File: config.mk
export PLATFORM = sky130hd
export DESIGN_NAME = tx_link_arbiter
export DESIGN_NICKNAME = d
export VERILOG_FILES = /design/src/rtl/tx_link_arbiter.sv
export SDC_FILE = /design/constraint.sdc
export NUM_CORES = 1
export LEC_CHECK = 0
export ABC_CLOCK_PERIOD_IN_PS = 6800
export CORE_AREA = 2 2 113 115
export CTS_BUF_LIST = sky130_fd_sc_hd__clkbuf_4
export DETAILED_ROUTE_END_ITERATION = 10
export DIE_AREA = 0 0 115 117
export PLACE_DENSITY = 0.8
export SKIP_LAST_GASP = 1
export SLEW_MARGIN = 20
export SYNTH_ARGS = -nofsm -noshare
export SYNTH_HDL_FRONTEND = slang
export SYNTH_SLANG_ARGS = --single-unit
File: constraint.sdc
create_clock -name Clk_S -period 6.8 [get_ports Clk_S]
set_input_delay 2.04 -clock Clk_S [delete_from_list [all_inputs] [get_ports Clk_S]]
set_output_delay 2.04 -clock Clk_S [all_outputs]
set_load 0.01 [all_outputs]
File: src/rtl/tx_link_arbiter.sv
// tx_link_arbiter: round-robin sharing of one serial transmitter among N_REQ sources.
// Holds the granted packet on TX_Data and bounds the accept handshake with a timeout.
//
// state     | meaning
// IDLE      | nothing held; grants when TX_Ready=1 and a request is pending
// LAUNCH    | TX_Data_Valid high until TX_Ready drops or the accept timer expires
// WAIT_DONE | transmitter shifting the packet out; wait for TX_Ready to return
module tx_link_arbiter #(
  parameter int N_REQ          = 4,
  parameter int DATA_W         = 55,
  parameter int ACCEPT_TIMEOUT = 16,
  localparam int IDX_W         = (N_REQ > 1) ? $clog2(N_REQ) : 1
) (
  input  logic                    Clk_S,
  input  logic                    Rst,
  input  logic [N_REQ-1:0]        Req_Valid,
  input  logic [N_REQ*DATA_W-1:0] Req_Data,
  output logic [N_REQ-1:0]        Req_Grant,
  input  logic                    TX_Ready,
  output logic [DATA_W-1:0]       TX_Data,
  output logic                    TX_Data_Valid,
  output logic [IDX_W-1:0]        Cur_Owner,
  output logic                    Busy,
  output logic                    Timeout_Err
);
  localparam int CNT_W = (ACCEPT_TIMEOUT > 1) ? $clog2(ACCEPT_TIMEOUT) : 1;
  localparam logic [CNT_W-1:0] CNT_LOAD = CNT_W'(ACCEPT_TIMEOUT - 1);
  localparam logic [IDX_W-1:0] IDX_LAST = IDX_W'(N_REQ - 1);
  localparam logic [IDX_W:0]   N_WRAP   = (IDX_W+1)'(N_REQ);

  typedef enum logic [1:0] {IDLE, LAUNCH, WAIT_DONE} state_t;

  state_t              state_q, state_d;
  logic [IDX_W-1:0]    ptr_q, ptr_d;
  logic [DATA_W-1:0]   data_q, data_d;
  logic [IDX_W-1:0]    owner_q, owner_d;
  logic [N_REQ-1:0]    grant_q, grant_d;
  logic                valid_q, valid_d;
  logic                busy_q, busy_d;
  logic                terr_q, terr_d;
  logic [CNT_W-1:0]    cnt_q, cnt_d;

  logic                win_found;
  logic [IDX_W-1:0]    win_idx;
  logic [IDX_W:0]      scan_idx;
  logic [DATA_W-1:0]   win_data;

  // Scan from ptr upward with wrap; the first pending index wins.
  always_comb begin
    win_found = 1'b0;
    win_idx   = '0;
    scan_idx  = '0;
    for (int k = 0; k < N_REQ; k++) begin
      scan_idx = {1'b0, ptr_q} + (IDX_W+1)'(k);
      if (scan_idx >= N_WRAP) scan_idx = scan_idx - N_WRAP;
      if (!win_found && Req_Valid[scan_idx[IDX_W-1:0]]) begin
        win_found = 1'b1;
        win_idx   = scan_idx[IDX_W-1:0];
      end
    end
    win_data = '0;
    for (int i = 0; i < N_REQ; i++)
      if (win_idx == IDX_W'(i)) win_data = Req_Data[i*DATA_W +: DATA_W];
  end

  always_comb begin
    state_d = state_q;
    ptr_d   = ptr_q;
    data_d  = data_q;
    owner_d = owner_q;
    grant_d = '0;
    valid_d = valid_q;
    terr_d  = 1'b0;
    cnt_d   = cnt_q;
    case (state_q)
      IDLE: begin
        if (TX_Ready && win_found) begin
          data_d  = win_data;
          owner_d = win_idx;
          grant_d = N_REQ'(1) << win_idx;
          valid_d = 1'b1;
          cnt_d   = CNT_LOAD;
          ptr_d   = (win_idx == IDX_LAST) ? '0 : win_idx + 1'b1;
          state_d = LAUNCH;
        end
      end
      LAUNCH: begin
        // An accept on the last timer cycle still wins over the timeout.
        if (!TX_Ready) begin
          valid_d = 1'b0;
          state_d = WAIT_DONE;
        end else if (cnt_q == '0) begin
          valid_d = 1'b0;
          terr_d  = 1'b1;
          state_d = IDLE;
        end else begin
          cnt_d = cnt_q - 1'b1;
        end
      end
      WAIT_DONE: begin
        if (TX_Ready) state_d = IDLE;
      end
      default: begin
        valid_d = 1'b0;
        state_d = IDLE;
      end
    endcase
    busy_d = (state_d != IDLE);
  end

  always_ff @(posedge Clk_S) begin
    if (Rst) begin
      state_q <= IDLE;
      ptr_q   <= '0;
      data_q  <= '0;
      owner_q <= '0;
      grant_q <= '0;
      valid_q <= 1'b0;
      busy_q  <= 1'b0;
      terr_q  <= 1'b0;
      cnt_q   <= '0;
    end else begin
      state_q <= state_d;
      ptr_q   <= ptr_d;
      data_q  <= data_d;
      owner_q <= owner_d;
      grant_q <= grant_d;
      valid_q <= valid_d;
      busy_q  <= busy_d;
      terr_q  <= terr_d;
      cnt_q   <= cnt_d;
    end
  end

  assign Req_Grant     = grant_q;
  assign TX_Data       = data_q;
  assign TX_Data_Valid = valid_q;
  assign Cur_Owner     = owner_q;
  assign Busy          = busy_q;
  assign Timeout_Err   = terr_q;

endmodule

; Word level (Yosys, flattened, before mapping)
; Cells that the tools add are included.
[op_classes]
n_addsub = 9
order_cmp = 8
n_eq_ne = 9
n_shift = 1
n_mux = 39
bitwise = 5
reduce_logical = 17
[op_table]
columns = cell, n
row1 = $mux 55, 4
row2 = $mux 2, 13
row3 = $lt 2x3->1 const B, 4
row4 = $mux 1, 12
row5 = $mux 4, 3
row6 = $ge 3x3->1 const B, 3
row7 = $bmux 1 s2, 4
row8 = $pmux 4 s2, 1
row9 = $sub 2x1->2 const B, 4
row10 = $add 2x2->3 const B, 2
row11 = $eq 2x2->1 const B, 3
row12 = $ne 2x2->1 const B, 3
row13 = $pmux 2 s3, 1
row14 = $reduce_or 3->1, 2
row15 = $not 1->1, 5
row16 = $eq 2x1->1 const B, 2
row17 = $logic_and 1x1->1, 4
row18 = $logic_not 2->1, 2
row19 = $logic_not 4->1, 1
row20 = $reduce_and 4->1, 1
row21 = $reduce_bool 2->1, 2
row22 = $shl 1x2->4 const A, 1
row23 = $sub 4x1->4 const B, 1
row24 = $add 2x1->3 const B, 1
row25 = 7 further kinds, 9
[totals]
ff_bits = 72
output_inout_bits = 64
word_cells = 97

; Logic depth before layout (Yosys ltp)
[depth]
word_depth = 19
depth_mapped = 11

; Least setup slack after synthesis
; No wires, ideal clock.
[synth_timing]
path_type = input to register
startpoint = input port Req_Valid[1]
endpoint = register data_q[3] (netlist: TX_Data[3])
arrival_ns = 3.969
setup_slack_ns = 2.757
stages = 9
path_cell_list = nand2b_1 -> a21oi_1 -> nor4_2 -> ha_1 -> buf_4 -> clkbuf_1 -> a221oi_1 -> o311a_1 -> nor3_2
[synth_between]
elab_chain_cells = 17
word_cells_on_any_way = 32
[synth_lines]
columns = item, line
row1 = start: declaration, 16  ; input logic [N_REQ-1:0] Req_Valid,
row2 = $bmux 1 s2, 56  ; if (!win_found && Req_Valid[scan_idx[IDX_W-1:0]]) begin
row3 = $mux 1 (not written as such), 56
row4 = $mux 1, 56
row5 = $logic_not 1->1, 56
row6 = $logic_and 1x1->1, 56
row7 = $mux 1, 56
row8 = $logic_not 1->1, 56
row9 = $logic_and 1x1->1, 56
row10 = $mux 1, 56
row11 = $logic_not 1->1, 56
row12 = $logic_and 1x1->1, 56
row13 = $mux 2 (*), 56
row14 = net win_idx[0], 44  ; logic [IDX_W-1:0] win_idx;
row15 = $logic_not 2->1, 63  ; if (win_idx == IDX_W'(i)) win_data = Req_Data[i*DATA_W +: DATA_W];
row16 = $mux 55 (3 in a row), 63
row17 = $mux 55 (*), 63
row18 = end signal: assignment, 125  ; data_q <= data_d;
row19 = end: declaration, 35  ; logic [DATA_W-1:0] data_q, data_d;
; The timed path passes the listed nets; every way through them passes the cells marked *. The select of a mux whose other input is x is not followed.
; A chain may end at the register's enable or synchronous reset.

; Worst setup path in the final report
[layout_timing]
startpoint = input port Req_Valid[2]
endpoint = register data_q[49] (netlist: TX_Data[49])
; Same word-level chain as after synthesis.

==> load_flow_metrics.sql <==
INSERT INTO impl_metrics (metric_group, metric, value, unit) VALUES
('setup_path', 'timing.setup.critical_path_class', 'input port to flip-flop', ''),
('sta', 'max_freq', '198', 'MHz'),
('yosys', 'ys.flop_type', 'sky130_fd_sc_hd__dfxtp_1', ''),
('pwr', 'power_density', '192', 'nW/µm²'),
('yosys', 'synthDominantCellAreaShare', '33.7', '%'),
('pwr', 'worst_ir_drop_vdd', '0.000108', 'V'),
('sta', 'tightest_slew', '1.00', 'ns'),
('detailed_routing', 'routed-via-count', '5164', ''),
('final_layout', 'num-nets-final', '1010', ''),
('detailed_routing', 'drt_drc_violations_left', '0', ''),
('yosys', 'synth_fp_nets', '760', ''),
('global_route', 'grt_first_pass_wirelength', '25000', 'µm'),
('global_route', 'first_global_vias', '5226', ''),
('detailed_routing', 'drt-wirelength-per-cell', '18.1', 'µm'),
('final_layout', 'layout.cells.most_common_list', 'sky130_fd_sc_hd__clkdlybuf4s50_1, sky130_fd_sc_hd__dfxtp_1, sky130_fd_sc_hd__nor2_1', ''),
('yosys', 'synthArstFlopShare', '0', '%'),
('clock_tree', 'clock_buffers_created_by_tritoncts', '9', ''),
('placement', 'port-buffer-count', '290', ''),
('final_layout', 'drive_above_1_share', '5.36', '%'),
('yosys', 'synth_seq_cells', '72', ''),
('final_layout', 'final_util', '59.8', '%'),
('sta', 'timing_hold_violations_final', '0', ''),
('placement', 'routabilityCongestion', '0.870', ''),
('sta', 'clock-skew-final', '0.0142', 'ns'),
('yosys', 'synth.top_cells.by_area', 'sky130_fd_sc_hd__dfxtp_1, sky130_fd_sc_hd__o311a_1, sky130_fd_sc_hd__a221oi_1', ''),
('clock_tree', 'tritoncts', 'built', ''),
('die', 'std_cell_rows', '41', ''),
('die', 'floorplan.die.width', '115', 'µm'),
('detailed_routing', 'detailedRoute.firstPassIterationCount', '5', ''),
('detailed_routing', 'final_antenna_net_count', '0', ''),
('detailed_routing', 'detail_route.iter0.violations', '318', ''),
('setup_path', 'crit_path_launch_type', 'input port', ''),
('setup_path', 'critPathCaptureType', 'flip-flop', ''),
('clock_tree', 'max-clock-path-buffers', '2', ''),
('yosys', 'postSynthAreaPerCell', '8.09', 'µm²'),
('clock_tree', 'post_cts.repair.setup_buffers', '0', ''),
('global_route', 'gr-total-overflow', '0', ''),
('final_layout', 'most_common_cell_after_layout_fill_and_taps_aside', 'sky130_fd_sc_hd__clkdlybuf4s50_1', ''),
('global_route', 'largest_net_degree_at_the_start_of_global_routing', '111', ''),
('sta', 'finalMaxSlewViolations', '0', ''),
('sta', 'finalHoldWorstSlack', '0.498', 'ns'),
('sta', 'slew-limit-headroom', '33.3', '%'),
('detailed_routing', 'finalWirelength', '16900', 'µm'),
('global_route', 'antenna_found_initial', '0', ''),
('clock_tree', 'clock_latency', '0.44', 'ns'),
('clock_tree', 'path_clk_slew', '0.13', 'ns'),
('die', 'full_die_area', '13500', 'µm²'),
('yosys', 'seq_area_frac_synth', '33.7', '%'),
('detailed_routing', 'drt-vias-per-instance', '5.53', ''),
('die', 'io_pins', '291', ''),
('yosys', 'yosysTopAreaCell', 'sky130_fd_sc_hd__dfxtp_1', ''),
('hold_path', 'min_path_type', 'flip-flop to flip-flop', ''),
('setup_path', 'worstPathArrival', '5.42', 'ns'),
('pwr', 'design_power_total', '1420', 'µW'),
('setup_path', 'crit_path_max_fanout', '61', ''),
('run_status', 'status', 'completed', ''),
('flow_run', 'drv.max_cap_violation_count', '0', ''),
('yosys', 'synth_cell_types', '34', ''),
('setup_path', 'worstPathRequired', '7.16', 'ns'),
('sta', 'fin_crit_sh', '74.3', '%'),
('clock_tree', 'cts_resized', '0', ''),
('clock_tree', 'clk_root_buffer_cell', 'sky130_fd_sc_hd__clkbuf_4', ''),
('placement', 'hpwl', '12100', 'µm'),
('yosys', 'synth_enable_flop_cells', '0', ''),
('die', 'core_area', '12300', 'µm²'),
('final_layout', 'layout-area-overhead-vs-synth', '72.5', '%'),
('global_route', 'grt_usage', '23.6', '%'),
('die', 'initial_cell_density_of_the_core', '34.7', '%'),
('sta', 'period_needed', '5.05', 'ns'),
('sta', 'final_tns_setup', '0', 'ns'),
('yosys', 'yosys_warnings', '0', ''),
('sta', 'unrepaired_setup_endpoints_after_global_routing', 'false', ''),
('clock_tree', 'holdBufCountCts', '0', ''),
('yosys', 'cell_count_after_synthesis', '528', ''),
('clock_tree', 'htree_num_levels', '3', ''),
('pwr', 'power_leakage', '0.00271', 'µW'),
('clock_tree', 'clock_sinks', '72', ''),
('yosys', 'post_synth_instance_area', '4270', 'µm²'),
('die', 'die_h', '117', 'µm'),
('sta', 'total_setup_violations_reported_at_the_end_of_the_flow', '0', '');
flip-flops by register name, indices dropped and copies added (netlist names):
name           count
Busy               1
Cur_Owner          2
Req_Grant          4
TX_Data           55
TX_Data_Valid      1
Timeout_Err        1
cnt_q              4
ptr_q              2
state_q            2
metrics by stage:
stage / setup slack, ns / cells / area [µm²]
2_1_floorplan: 2.76 / 528 / 4270
3_3_place_gp: 1.44 / 916 / 7180
3_5_place_dp: 1.28 / 916 / 7180
4_1_cts: 1.75 / 932 / 7340
5_1_grt: 1.51 / 933 / 7370
6_report: 1.75 / 934 / 7370
layer usage:
metal	wire [µm]	global-route usage, %	share of wire [%]
met1	6350	25.5	38
met2	8880	44.0	52
met3	1260	5.20	7.4
met4	445	10.4	2.6
met5	0	0	0
Yosys cell counts (2+ instances only):
master / n
sky130_fd_sc_hd__nand2b_1: 4
sky130_fd_sc_hd__nor4_1: 4
sky130_fd_sc_hd__inv_1: 6
sky130_fd_sc_hd__nor2b_1: 57
sky130_fd_sc_hd__a21o_1: 2
sky130_fd_sc_hd__clkbuf_1: 36
sky130_fd_sc_hd__nor3_1: 47
sky130_fd_sc_hd__and3_1: 2
sky130_fd_sc_hd__nor3b_1: 4
sky130_fd_sc_hd__a221oi_1: 55
sky130_fd_sc_hd__a21oi_1: 8
sky130_fd_sc_hd__dfxtp_1: 72
sky130_fd_sc_hd__buf_2: 20
sky130_fd_sc_hd__nor3_2: 11
sky130_fd_sc_hd__ha_1: 5
sky130_fd_sc_hd__nor2_1: 62
sky130_fd_sc_hd__a311oi_1: 4
sky130_fd_sc_hd__nand2_1: 59
sky130_fd_sc_hd__o311a_1: 55
cell type report:
cell class                      count  area (µm²)
Antenna cell                        1        2.50
Clock buffer                       10        75.1
Clock inverter                      6        83.8
Fill cell                        1088        4940
Inverter                            6        22.5
Multi-Input combinational cell    392        2580
Sequential cell                    72        1440
Tap cell                          150         188
Timing Repair Buffer              297        2970
cell families after synthesis:
| group | after synthesis | synth area share [%] |
|---|---|---|
| buf+inv | 64 | 6.47 |
| flops | 72 | 33.7 |
| fa+ha+maj | 5 | 1.46 |
| simple gates | 256 | 30.7 |
| compound gates | 129 | 27.2 |
| xor+xnor | 1 | 0.205 |
| mux | 1 | 0.234 |
critical path, cell delays in order:
cell                              delay (ns)
sky130_fd_sc_hd__clkdlybuf4s50_1        0.50
sky130_fd_sc_hd__nor4_4                 0.48
sky130_fd_sc_hd__nor4_2                 0.19
sky130_fd_sc_hd__inv_1                  0.11
sky130_fd_sc_hd__ha_2                   0.84
sky130_fd_sc_hd__buf_4                  0.54
sky130_fd_sc_hd__a221oi_1               0.13
sky130_fd_sc_hd__o311a_1                0.38
sky130_fd_sc_hd__nor3_1                 0.18
worst paths after layout:
kind | start | cells past startpoint | slack, ns | to
setup / recovery | Req_Valid[2] | 9 | 1.75 | TX_Data[49]
hold / removal | TX_Data[32] | 2 | 0.50 | TX_Data[32]
setup reg to reg | ptr_q[1] | 9 | 3.52 | TX_Data[49]
hold reg to reg | TX_Data[32] | 2 | 0.50 | TX_Data[32]
report_power, final:
group / internal, µW / switching (µW) / total (µW) / leakage, µW
logic: 330 / 271 / 601 / 0.00204
registers: 468 / 28.9 / 497 / 0.000595
clock network: 151 / 167 / 318 / 0.0000801
Note: power is estimated with default switching activity, not from simulation.
